==> config.mk <==
export PLATFORM = sky130hd
export DESIGN_NAME = rr_grant_arbiter_flat
export DESIGN_NICKNAME = d
export VERILOG_FILES = /design/src/rtl/arb_pkg.sv /design/src/rtl/rr_grant_arbiter_if.sv /design/src/rtl/rr_grant_arbiter_rr_pick.sv /design/src/rtl/rr_grant_arbiter.sv /design/src/flat_wrapper.sv
export SDC_FILE = /design/constraint.sdc
export NUM_CORES = 1
export LEC_CHECK = 0
export CAP_MARGIN = 20
export CORE_ASPECT_RATIO = 0.9
export CORE_UTILIZATION = 45
export CTS_CLUSTER_DIAMETER = 50
export DETAILED_ROUTE_END_ITERATION = 10
export GPL_ROUTABILITY_DRIVEN = 0
export PLACE_DENSITY = 0.75
export SYNTH_ARGS = -nofsm -noshare
export SYNTH_HDL_FRONTEND = slang
export SYNTH_SLANG_ARGS = --single-unit
==> constraint.sdc <==
create_clock -name clk -period 1.7 [get_ports clk]
set_input_delay 0.34 -clock clk [delete_from_list [all_inputs] [get_ports clk]]
set_output_delay 0.34 -clock clk [all_outputs]
set_load 0.1 [all_outputs]
==> src/rtl/arb_pkg.sv <==
// Shared types and helpers for the round-robin grant arbiter.
// Used by RTL checks and the bench so the fairness bound stays in one place.
package arb_pkg;

  typedef enum logic [0:0] {
    ARB_IDLE,
    ARB_GRANT
  } arb_state_e;

  // Cycles within which a continuously requesting port must see its grant.
  function automatic int unsigned rr_bound(input int unsigned num_req,
                                           input int unsigned max_hold);
    return num_req * (max_hold + 2);
  endfunction

  // Hold counter width; at least one bit even when the hold limit is disabled.
  function automatic int unsigned hold_width(input int unsigned max_hold);
    return (max_hold == 0) ? 1 : $clog2(max_hold + 1);
  endfunction

endpackage

==> src/rtl/rr_grant_arbiter_if.sv <==
// req/done/gnt handshake bundle between requesters (master) and the arbiter (slave).
interface rr_grant_arbiter_if #(
  parameter int unsigned NUM_REQ = 4
);
  localparam int unsigned IDW = $clog2(NUM_REQ);

  logic [NUM_REQ-1:0] req;
  logic [NUM_REQ-1:0] done;
  logic [NUM_REQ-1:0] gnt;
  logic               gnt_valid;
  logic [IDW-1:0]     gnt_id;
  logic               preempt;

  modport master (output req, done, input gnt, gnt_valid, gnt_id, preempt);
  modport slave  (input req, done, output gnt, gnt_valid, gnt_id, preempt);
endinterface

==> src/rtl/rr_grant_arbiter_rr_pick.sv <==
// Combinational rotate-priority picker: first set req bit at or after ptr, wrapping.
module rr_pick #(
  parameter int unsigned NUM_REQ = 4,
  localparam int unsigned IDW = $clog2(NUM_REQ)
) (
  input  logic [NUM_REQ-1:0] req,
  input  logic [IDW-1:0]     ptr,
  output logic               found,
  output logic [IDW-1:0]     idx,
  output logic [NUM_REQ-1:0] onehot
);

  logic [IDW-1:0] cand;

  always_comb begin
    found  = 1'b0;
    idx    = '0;
    onehot = '0;
    cand   = '0;
    for (int i = 0; i < int'(NUM_REQ); i++) begin
      cand = IDW'((32'(ptr) + 32'(i)) % NUM_REQ);
      if (!found && req[cand]) begin
        found = 1'b1;
        idx   = cand;
      end
    end
    if (found) onehot[idx] = 1'b1;
  end

endmodule

==> src/rtl/rr_grant_arbiter.sv <==
// Round-robin arbiter with registered one-hot grants and an optional hold-limit preempt.
// Define HANDSHAKE_CHECKS_EN to compile the embedded handshake assertions.
module rr_grant_arbiter
  import arb_pkg::*;
#(
  parameter int unsigned NUM_REQ  = 4,
  parameter int unsigned MAX_HOLD = 8
) (
  input  logic               clk,
  input  logic               rst,
  rr_grant_arbiter_if.slave  bus
);

  localparam int unsigned IDW = $clog2(NUM_REQ);
  localparam int unsigned HW  = hold_width(MAX_HOLD);
  localparam logic [HW-1:0] HOLD_LAST = (MAX_HOLD == 0) ? '0 : HW'(MAX_HOLD - 1);

  arb_state_e         state_q, state_d;
  logic [IDW-1:0]     ptr_q, ptr_d;
  logic [HW-1:0]      hold_q, hold_d;
  logic [NUM_REQ-1:0] gnt_q, gnt_d;
  logic [IDW-1:0]     gnt_id_q, gnt_id_d;
  logic               gnt_valid_q, gnt_valid_d;
  logic               preempt_q, preempt_d;

  logic               pick_found;
  logic [IDW-1:0]     pick_idx;
  logic [NUM_REQ-1:0] pick_onehot;
  logic               rel_hs_c;
  logic               expire_c;

  rr_pick #(.NUM_REQ(NUM_REQ)) u_pick (
    .req    (bus.req),
    .ptr    (ptr_q),
    .found  (pick_found),
    .idx    (pick_idx),
    .onehot (pick_onehot)
  );

  // Handshake release takes precedence over hold expiry for the preempt pulse.
  assign rel_hs_c = bus.done[gnt_id_q] | ~bus.req[gnt_id_q];
  assign expire_c = (MAX_HOLD != 0) && (hold_q == HOLD_LAST);

  always_comb begin
    state_d     = state_q;
    ptr_d       = ptr_q;
    hold_d      = hold_q;
    gnt_d       = gnt_q;
    gnt_id_d    = gnt_id_q;
    preempt_d   = 1'b0;
    unique case (state_q)
      ARB_IDLE: begin
        hold_d   = '0;
        gnt_d    = '0;
        gnt_id_d = '0;
        if (pick_found) begin
          gnt_d    = pick_onehot;
          gnt_id_d = pick_idx;
          ptr_d    = (pick_idx == IDW'(NUM_REQ - 1)) ? '0 : pick_idx + IDW'(1);
          state_d  = ARB_GRANT;
        end
      end
      ARB_GRANT: begin
        if (rel_hs_c || expire_c) begin
          gnt_d     = '0;
          gnt_id_d  = '0;
          hold_d    = '0;
          state_d   = ARB_IDLE;
          preempt_d = ~rel_hs_c;
        end else if (MAX_HOLD != 0) begin
          hold_d = hold_q + HW'(1);
        end
      end
      default: state_d = ARB_IDLE;
    endcase
    gnt_valid_d = |gnt_d;
  end

  always_ff @(posedge clk) begin
    if (rst) begin
      state_q     <= ARB_IDLE;
      ptr_q       <= '0;
      hold_q      <= '0;
      gnt_q       <= '0;
      gnt_id_q    <= '0;
      gnt_valid_q <= 1'b0;
      preempt_q   <= 1'b0;
    end else begin
      state_q     <= state_d;
      ptr_q       <= ptr_d;
      hold_q      <= hold_d;
      gnt_q       <= gnt_d;
      gnt_id_q    <= gnt_id_d;
      gnt_valid_q <= gnt_valid_d;
      preempt_q   <= preempt_d;
    end
  end

  assign bus.gnt       = gnt_q;
  assign bus.gnt_valid = gnt_valid_q;
  assign bus.gnt_id    = gnt_id_q;
  assign bus.preempt   = preempt_q;

`ifdef HANDSHAKE_CHECKS_EN
  localparam int unsigned FAIR_BOUND = rr_bound(NUM_REQ, MAX_HOLD);

  a_onehot: assert property (@(posedge clk) disable iff (rst) $onehot0(bus.gnt));
  a_valid:  assert property (@(posedge clk) disable iff (rst) bus.gnt_valid == |bus.gnt);
  a_done:   assert property (@(posedge clk) disable iff (rst)
                             bus.done[bus.gnt_id] && bus.gnt_valid |=> !bus.gnt_valid);
  a_pre:    assert property (@(posedge clk) disable iff (rst) bus.preempt |-> !bus.gnt_valid);
  c_pre:    cover property (@(posedge clk) disable iff (rst) bus.preempt);

  for (genvar i = 0; i < int'(NUM_REQ); i++) begin : g_req_chk
    m_hold_req: assume property (@(posedge clk) disable iff (rst)
                                 bus.req[i] && !bus.gnt[i] |=> bus.req[i]);
    c_gnt: cover property (@(posedge clk) disable iff (rst) bus.gnt[i]);
    if (MAX_HOLD != 0) begin : g_fair
      a_fair: assert property (@(posedge clk) disable iff (rst)
                               bus.req[i] |-> ##[1:FAIR_BOUND] bus.gnt[i]);
    end
  end
`endif

endmodule

==> src/flat_wrapper.sv <==
// flat-port wrapper written by rule: the top's interface ports become plain ports
module rr_grant_arbiter_flat import arb_pkg::*;
#(
  parameter int unsigned NUM_REQ  = 4,
  parameter int unsigned MAX_HOLD = 8
)
  (clk, rst, bus_req, bus_done, bus_gnt, bus_gnt_valid, bus_gnt_id, bus_preempt);
  rr_grant_arbiter_if #(.NUM_REQ(NUM_REQ)) bus_i ();
  input  logic clk;
  input  logic rst;
  input wire logic [$bits(bus_i.req)-1:0] bus_req;
  input wire logic [$bits(bus_i.done)-1:0] bus_done;
  output wire logic [$bits(bus_i.gnt)-1:0] bus_gnt;
  output wire logic [$bits(bus_i.gnt_valid)-1:0] bus_gnt_valid;
  output wire logic [$bits(bus_i.gnt_id)-1:0] bus_gnt_id;
  output wire logic [$bits(bus_i.preempt)-1:0] bus_preempt;
  assign bus_i.req = bus_req;
  assign bus_i.done = bus_done;
  assign bus_gnt = bus_i.gnt;
  assign bus_gnt_valid = bus_i.gnt_valid;
  assign bus_gnt_id = bus_i.gnt_id;
  assign bus_preempt = bus_i.preempt;
  rr_grant_arbiter #(.NUM_REQ(NUM_REQ), .MAX_HOLD(MAX_HOLD)) u_core (.clk(clk), .rst(rst), .bus(bus_i));
endmodule
==> flow_metrics.tcl, run 1 <==
set metrics [dict create \
    grt_max_degree 10 \
    clockBufferDepth 2 \
    cp-end-kind "register" \
    routed_wl_um 1680 \
    grt_pass1_vias 638 \
    area_delta_synth_final_pct 62.4 \
    synth_seq_cells 15 \
    netlist_area_um2 692 \
    synth_nets 87 \
    hold_violations 0 \
    root_buffer "clkbuf_4" \
    hpwl_um 1370 \
    seqCellArea_um2 307 \
    clock-sinks 15 \
    io_buffers 17 \
    leakagePower_uw 0.000493 \
    vdd_ir_drop_max_mv 0.610 \
    yosys-top-cells-area "dfxtp_1 (43%), ha_1 (9.0%), nor2b_1 (8.1%), a22o_1 (6.3%), nor2_1 (3.8%)" \
    max_slew_margin_pct 82.1 \
    core-area_mm2 0.00145 \
    hold_slack_ns 0.469 \
    ys_warn_count 0 \
    grt_overflow_total 0 \
    async_reset_ff_share_pct 0 \
    nets 123 \
    track_usage_pct 21.8 \
    slew_viol_final 0 \
    synth_top_cell_by_area "dfxtp_1" \
    ant_nets 0 \
    rsz0062_at_grt "false" \
    ios 18 \
    ys_types 24 \
    path_clk_slew_ns 0.09 \
    synth_commonest_cells "dfxtp_1 (15), nor2b_1 (9), nor2_1 (7), nand2_1 (6)" \
    worstPathArrival_ns 1.82 \
    dr.pass1.iters 7 \
    cp-start-kind "primary input" \
    multi_input_area_um2 402 \
    pre_cts_slack_ns -0.500 \
    status "finished with violations" \
    period_share_pct 96.0 \
    num_vias 665 \
    drive_gt1_share_pct 36.4 \
    seq_area_frac_synth_pct 43.4 \
    fmax_mhz 613 \
    syn_avg_cell_area_um2 9.61 \
    wl_per_cell_um 13.7 \
    hold_class "reg -> reg" \
    worstPathMaxFanout 7 \
    drc 2 \
    clock_latency_ns 0.29 \
    setup_viol 0 \
    netlist.area_leader.share_pct 43.4 \
    grt_pass1_wl_um 2530 \
    synth_edf_count 0 \
    initialDrtViolationCount 10 \
    worstSetupPathType "in -> reg" \
    n_antenna_cell 0 \
    initial_core_util_pct 47.8 \
    setup_ws_ns 0.0675 \
    fin_crit_ns 1.63 \
    power_uw 1090 \
    powerDensity_mw_per_mm2 966 \
    num_rows 13 \
    antenna_found_initial 0 \
    cts_made_buffers 3 \
    vias_per_cell 5.45 \
    yosysMostFrequentCell "dfxtp_1" \
    cts_htree_levels 1 \
    cts_hold_buf 0 \
    skew_ns 0.00168 \
    crit_required_ns 1.89 \
    cts_tree "yes" \
    fp.dieH_um 39.2 \
    num-fill-cells 92 \
    violations "DRC" \
    max_cap_viol_count 0 \
    dieWidth_um 43.3 \
    dieArea_mm2 0.00170 \
    worst_pin_slew_ns 0.269 \
    synth_ff_type "dfxtp_1" \
    syn_inst 72 \
]
[metrics by stage]
| step | std cells | area, um2 | TNS (ns) | util (%) |
|---|---|---|---|---|
| finish | 122 | 1120 | 0 | 77.6 |
| global route | 122 | 1120 | 0 | 77.6 |
| CTS | 121 | 1100 | 0 | 76.1 |
| detailed placement | 117 | 1060 | -3.95 | 73.2 |
| global placement | 117 | 1060 | -3.63 | 73.2 |
| floorplan | 72 | 697 | 0 | - |
[routing by layer]
metal | GRT usage [%] | wire length (um) | vias to the layer above
met3 | 10.3 | 65 | 8
met5 | 0 | 0 | -
met1 | 22.4 | 735 | 317
met2 | 38.3 | 845 | 14
li1 | - | - | 326
met4 | 9.38 | 31 | 0
[report_power, final]
| group | total, uW | leakage [uW] | internal (uW) | switching, uW |
|---|---|---|---|---|
| Clock | 210 | 0.0000177 | 87.7 | 122 |
| Combinational | 452 | 0.000351 | 212 | 239 |
| Sequential | 424 | 0.000124 | 384 | 40.0 |
| Total | 1090 | 0.000493 | 684 | 401 |
[critical path, cell delays in order]
cell             delay (ns)
clkdlybuf4s50_1        0.47
nor2b_1                0.05
mux4_2                 0.45
and3_1                 0.25
a22o_1                 0.26
[registers in the layout, indices dropped and copies added, names as in the netlist]
name and flops:
u_core.bus.gnt_id 2, u_core.hold_q 4, u_core.ptr_q 2, u_core.bus.gnt_valid 1, u_core.state_q 1, u_core.bus.preempt 1, u_core.bus.gnt 4
[logic make-up (layout without fill, tap and decap cells)]
logic type	count (synthesis)	in the layout	share of synthesized area, %
AND/OR/NAND/NOR	33	33	24.8
multiplexers	1	1	3.25
XOR/XNOR	2	2	2.53
buffers and inverters	4	39	3.25
flip-flops	15	15	43.4
AO/OA/AOI/OAI	12	12	13.7
adder cells (fa/ha/maj)	5	5	9.04
[cell type report]
| class | instances | share of cell area (%) |
|---|---|---|
| timing repair buffer | 32 | 31.8 |
| tap | 15 | 1.67 |
| multi-input combinational | 53 | 35.7 |
| inverter | 3 | 1.00 |
| sequential | 15 | 27.3 |
| clock buffer | 3 | 2.00 |
| clock inverter | 1 | 0.445 |
[final timing paths]
path	startpoint	to	slack, ns	depth (start not counted)
setup / recovery	bus_done[0]	u_core.bus.gnt[3]	0.07	5
hold / removal	u_core.hold_q[0]	u_core.hold_q[0]	0.47	1
setup reg to reg	u_core.ptr_q[0]	u_core.bus.gnt_valid	0.10	8
hold reg to reg	u_core.hold_q[0]	u_core.hold_q[0]	0.47	1
[what timing repair did]
item	4_1_cts	5_1_grt
pin swaps	5	4
gates cloned	0	0
endpoints found under the hold margin	0	0
setup endpoints to repair	6	1
setup buffers	0	1
resized for setup	9	4
[cell usage in the layout (no fill, tap or decap), types with 2 or more instances in the layout]
| cell | instances |
|---|---|
| buf_4 | 15 |
| clkdlybuf4s50_1 | 5 |
| buf_12 | 8 |
| nor2_1 | 7 |
| nand2_1 | 6 |
| a22o_1 | 5 |
| nor4_1 | 3 |
| inv_1 | 3 |
| dfxtp_1 | 12 |
| nor2b_1 | 7 |
| ha_2 | 2 |
| ha_1 | 3 |
| dfxtp_2 | 2 |
| nor3_1 | 2 |
| nand3_1 | 2 |
| clkbuf_4 | 3 |
| dlygate4sd2_1 | 4 |
Power figures use the tool's default switching activity.
==> run 2: changes to the inputs <==
--- a/config.mk
+++ b/config.mk
@@ -8,10 +8,10 @@
 export CAP_MARGIN = 20
 export CORE_ASPECT_RATIO = 0.9
 export CORE_UTILIZATION = 45
-export CTS_CLUSTER_DIAMETER = 50
+export CTS_CLUSTER_DIAMETER = 200
 export DETAILED_ROUTE_END_ITERATION = 10
 export GPL_ROUTABILITY_DRIVEN = 0
-export PLACE_DENSITY = 0.75
+export PLACE_DENSITY = 0.83
 export SYNTH_ARGS = -nofsm -noshare
 export SYNTH_HDL_FRONTEND = slang
 export SYNTH_SLANG_ARGS = --single-unit
==> flow_metrics.tcl, run 2 (synthesized netlist as in run 1, its figures left out) <==
set metrics [dict create \
    status "finished, final reports clean" \
    skew_ns 0.00669 \
    postCtsSetupBuffers 0 \
    ios 18 \
    n_antenna_cell 0 \
    seqPwrFrac_pct 38.7 \
    period_share_pct 97.9 \
    cts_tree "yes" \
    max_cap_viol_count 0 \
    cp-start-kind "primary input" \
    drc 0 \
    initialDrtViolationCount 11 \
    hpwl_um 1270 \
    max_slew_margin_pct 82.1 \
    track_usage_pct 23.3 \
    worst_pin_slew_ns 0.268 \
    num_rows 13 \
    ant_nets 0 \
    hold_class "reg -> reg" \
    fin_area_mm2 0.00113 \
    worstSetupPathType "in -> reg" \
    fmax_mhz 601 \
    io_buffers 17 \
    placed_cell_area_mm2 0.00105 \
    combPwrFrac_pct 42.7 \
    p_int_uw 692 \
    clock_power_share_pct 18.7 \
    fin_crit_ns 1.66 \
    p_sw_uw 411 \
    num_vias 669 \
    vdd_ir_drop_max_mv 0.681 \
    nets 121 \
    cts_hold_buf 0 \
    antenna_found_initial 0 \
    fp.dieH_um 39.2 \
    hold_violations 0 \
    worstPathArrival_ns 1.85 \
    dr.pass1.iters 4 \
    crit_required_ns 1.89 \
    cts_made_buffers 3 \
    drive_gt1_share_pct 37.1 \
    swShare_pct 37.3 \
    dieWidth_um 43.3 \
    grt_max_degree 9 \
    dieArea_mm2 0.00170 \
    clock-sinks 15 \
    leakagePower_uw 0.000485 \
    path_clk_slew_ns 0.09 \
    cts_htree_levels 1 \
    grt_overflow_total 0 \
    slew_viol_final 0 \
    clockBufferDepth 2 \
    root_buffer "clkbuf_4" \
    powerDensity_mw_per_mm2 979 \
    worstPathMaxFanout 4 \
    final_cell_mix "buf_4 (13), dfxtp_1 (12), buf_12 (8)" \
    clock_latency_ns 0.29 \
    core-area_mm2 0.00145 \
    routed_wl_um 1880 \
    grt_pass1_vias 657 \
    cp-end-kind "register" \
    area_delta_synth_final_pct 62.9 \
    grt_pass1_wl_um 2770 \
    initial_core_util_pct 47.8 \
    wl_per_cell_um 15.6 \
    setup_viol 0 \
    vias_per_cell 5.58 \
    hold_slack_ns 0.463 \
    final_common_cell "buf_4" \
]
run 2: cell type report:
| class | count | area [um2] |
|---|---|---|
| multi-input cells | 53 | 422 |
| repair buffers | 30 | 343 |
| fillers | 92 | 320 |
| flip-flops and latches | 15 | 307 |
| clock buffers | 4 | 26.3 |
| well taps | 15 | 18.8 |
| inverters | 3 | 11.3 |
run 2: through the flow:
stage	utilization [%]	total power (uW)	TNS [ns]	setup WS (ns)	std cells
floorplan	-	655	0	0.00475	72
global placement	72.7	845	-3.63	-0.427	116
detailed placement	72.7	861	-4.43	-0.515	116
CTS	75.9	1080	0	0.00631	120
global route	77.9	1150	-0.0636	-0.0636	120
finish	77.9	1100	0	0.0355	120
run 2: path summary, 6_finish.rpt:
path	cells after the start	slack [ns]	from	to
max	8	0.04	bus_req[2]	u_core.bus.gnt[0]
min reg2reg	1	0.46	u_core.hold_q[0]	u_core.hold_q[0]
min	1	0.46	u_core.hold_q[0]	u_core.hold_q[0]
max reg2reg	7	0.06	u_core.ptr_q[0]	u_core.bus.gnt[0]
run 2: what timing repair did:
action / CTS / global route
setup endpoints to repair: 7 / 1
pin swaps: 4 / 5
resized for setup: 10 / 6
run 2: worst max-delay path: stages:
cell and delay [ns]:
dlygate4sd2_1 0.28, nor2b_2 0.18, nor3b_2 0.21, o22ai_2 0.12, buf_4 0.16, ha_1 0.22
buf_4 0.15, a22o_1 0.19
run 2: routing by layer:
layer / vias to the layer above / track usage, % / routed length [um]
li1: 326 / - / -
met2: 14 / 39.4 / 941
met4: 0 / 6.25 / 44
met1: 323 / 26.7 / 822
met5: - / 0 / 0
met3: 6 / 10.7 / 69
run 2: power groups by stage:
stage / Clock [uW] / Sequential [uW] / Combinational, uW
floorplan: 0 / 545 / 111
global placement: 0 / 427 / 418
detailed placement: 0 / 427 / 434
CTS: 211 / 421 / 445
global route: 229 / 430 / 494
finish: 206 / 427 / 471
==> run 3: changes to the inputs <==
--- a/config.mk
+++ b/config.mk
@@ -7,11 +7,12 @@
 export LEC_CHECK = 0
 export CAP_MARGIN = 20
 export CORE_ASPECT_RATIO = 0.9
-export CORE_UTILIZATION = 45
+export CORE_UTILIZATION = 46
 export CTS_CLUSTER_DIAMETER = 200
 export DETAILED_ROUTE_END_ITERATION = 10
 export GPL_ROUTABILITY_DRIVEN = 0
-export PLACE_DENSITY = 0.83
+export HOLD_SLACK_MARGIN = 0.03
+export PLACE_DENSITY = 0.84
 export SYNTH_ARGS = -nofsm -noshare
 export SYNTH_HDL_FRONTEND = slang
 export SYNTH_SLANG_ARGS = --single-unit
==> flow_metrics.tcl, run 3 (synthesized netlist as in run 1, its figures left out) <==
set metrics [dict create \
    initial_core_util_pct 52.4 \
    met2WireLength_um 843 \
    r2r_slack_ns 0.09 \
    final_cell_mix "buf_4 (14), dfxtp_1 (13), buf_12 (8), nor2_1 (7)" \
    status "finished, final reports clean" \
    swShare_pct 37.3 \
    n_antenna_cell 0 \
    clock_latency_ns 0.29 \
    area_delta_synth_final_pct 61.5 \
    p_int_uw 684 \
    io_buffers 17 \
    max_cap_viol_count 0 \
    track_usage_pct 24.9 \
    wl_met3_um 44 \
    antenna_found_initial 0 \
    final_common_cell "buf_4" \
    grt_pass1_vias 654 \
    clock-sinks 15 \
    pre_cts_slack_ns -0.569 \
    cts_made_buffers 3 \
    grt_overflow_total 0 \
    skew_ns 0.00358 \
    placed_cell_area_mm2 0.00105 \
    fp.dieH_um 38.8 \
    worstSetupStartpoint "bus_req[0]" \
    grt_pass1_wl_um 2880 \
    seqPwrFrac_pct 38.9 \
    num_vias 644 \
    clock_power_share_pct 19.5 \
    highest_layer "met4" \
    fmax_mhz 608 \
    period_share_pct 96.7 \
    num_rows 12 \
    cp-end-kind "register" \
    vias_per_cell 5.37 \
    worstPathMaxFanout 5 \
    dr.pass1.iters 4 \
    slew_viol_final 0 \
    hold_class "reg -> reg" \
    hold_violations 0 \
    drive_gt1_share_pct 35.8 \
    cts_htree_levels 1 \
    ios 18 \
    setup_ws_ns 0.0557 \
    drt-met1-wl_um 831 \
    endpoint "u_core.bus.gnt[0]" \
    r2r_start "u_core.ptr_q[0]" \
    clockBufferDepth 2 \
    reg2reg_to "u_core.bus.gnt[0]" \
    worstPathArrival_ns 1.84 \
    finalSetupTns_ns 0 \
    dieArea_mm2 0.00166 \
    root_buffer "clkbuf_4" \
    fin_crit_ns 1.64 \
    nets 122 \
    wl_per_cell_um 14.4 \
    r2r_cells 7 \
    initialDrtViolationCount 6 \
    ant_nets 0 \
    crit_required_ns 1.90 \
    powerDensity_mw_per_mm2 976 \
    core-area_mm2 0.00132 \
    worstSetupPathType "in -> reg" \
    combPwrFrac_pct 41.7 \
    path_clk_slew_ns 0.09 \
    cp-start-kind "primary input" \
    max_slew_margin_pct 82.4 \
    rsz0062_at_grt "true" \
    worst_pin_slew_ns 0.262 \
    hpwl_um 1290 \
    cts_hold_buf 0 \
    setup_viol 0 \
    p_sw_uw 407 \
    grt_max_degree 10 \
    routed_wl_um 1730 \
    drc 0 \
    fin_area_mm2 0.00112 \
    dieWidth_um 42.9 \
    leakagePower_uw 0.000487 \
    cts_tree "yes" \
    vdd_ir_drop_max_mv 0.765 \
]
run 3: cell type report:
| type | count | area, um2 |
|---|---|---|
| clock buffer | 3 | 22.5 |
| clock inverter | 1 | 5.00 |
| fill | 64 | 204 |
| inverter | 3 | 11.3 |
| multi-input combinational | 53 | 405 |
| sequential | 15 | 305 |
| tap | 14 | 17.5 |
| timing repair buffer | 31 | 350 |
run 3: repair_timing:
action | in CTS | in global routing
setup buffers | 1 | 0
setup endpoints to repair | 7 | 2
gates resized for setup | 10 | 3
pin swaps | 3 | 0
run 3: how the worst min path moves through the flow:
| stage | depth (start not counted) | from | slack, ns | end |
|---|---|---|---|---|
| 2_1_floorplan | 1 | rst | 0.41 | u_core.ptr_q[1] |
| 3_3_place_gp | 1 | u_core.hold_q[0] | 0.43 | u_core.hold_q[0] |
| 3_5_place_dp | 1 | u_core.hold_q[0] | 0.44 | u_core.hold_q[0] |
| 4_1_cts | 1 | u_core.hold_q[0] | 0.46 | u_core.hold_q[0] |
| 5_1_grt | 1 | u_core.hold_q[0] | 0.48 | u_core.hold_q[0] |
| 6_report | 1 | u_core.hold_q[0] | 0.45 | u_core.hold_q[0] |
run 3: per-stage QoR:
stage / instances / hold slack (ns) / utilization [%] / power [uW]
2_1_floorplan: 72 / 0.409 / - / 655
3_3_place_gp: 115 / 0.428 / 79.5 / 846
3_5_place_dp: 115 / 0.443 / 79.5 / 855
4_1_cts: 120 / 0.457 / 84.0 / 1090
5_1_grt: 120 / 0.483 / 84.6 / 1140
6_report: 120 / 0.452 / 84.6 / 1090
run 3: per-layer routing:
layer	vias up	track usage, %
met5	-	0
met4	0	7.03
met3	3	8.88
met2	6	40.2
met1	309	31.6
li1	326	-
run 3: power groups by stage:
stage	registers (uW)	clock network (uW)	logic, uW
6_report	424	212	454
5_1_grt	429	228	483
4_1_cts	422	215	450
3_5_place_dp	429	0	427
3_3_place_gp	427	0	419
2_1_floorplan	545	0	111
run 3: worst max-delay path, stage by stage:
cell	delay, ns
dlygate4sd2_1	0.28
nor2b_2	0.17
nor3_1	0.22
o22ai_2	0.15
buf_4	0.16
ha_1	0.21
buf_4	0.13
a22o_1	0.19
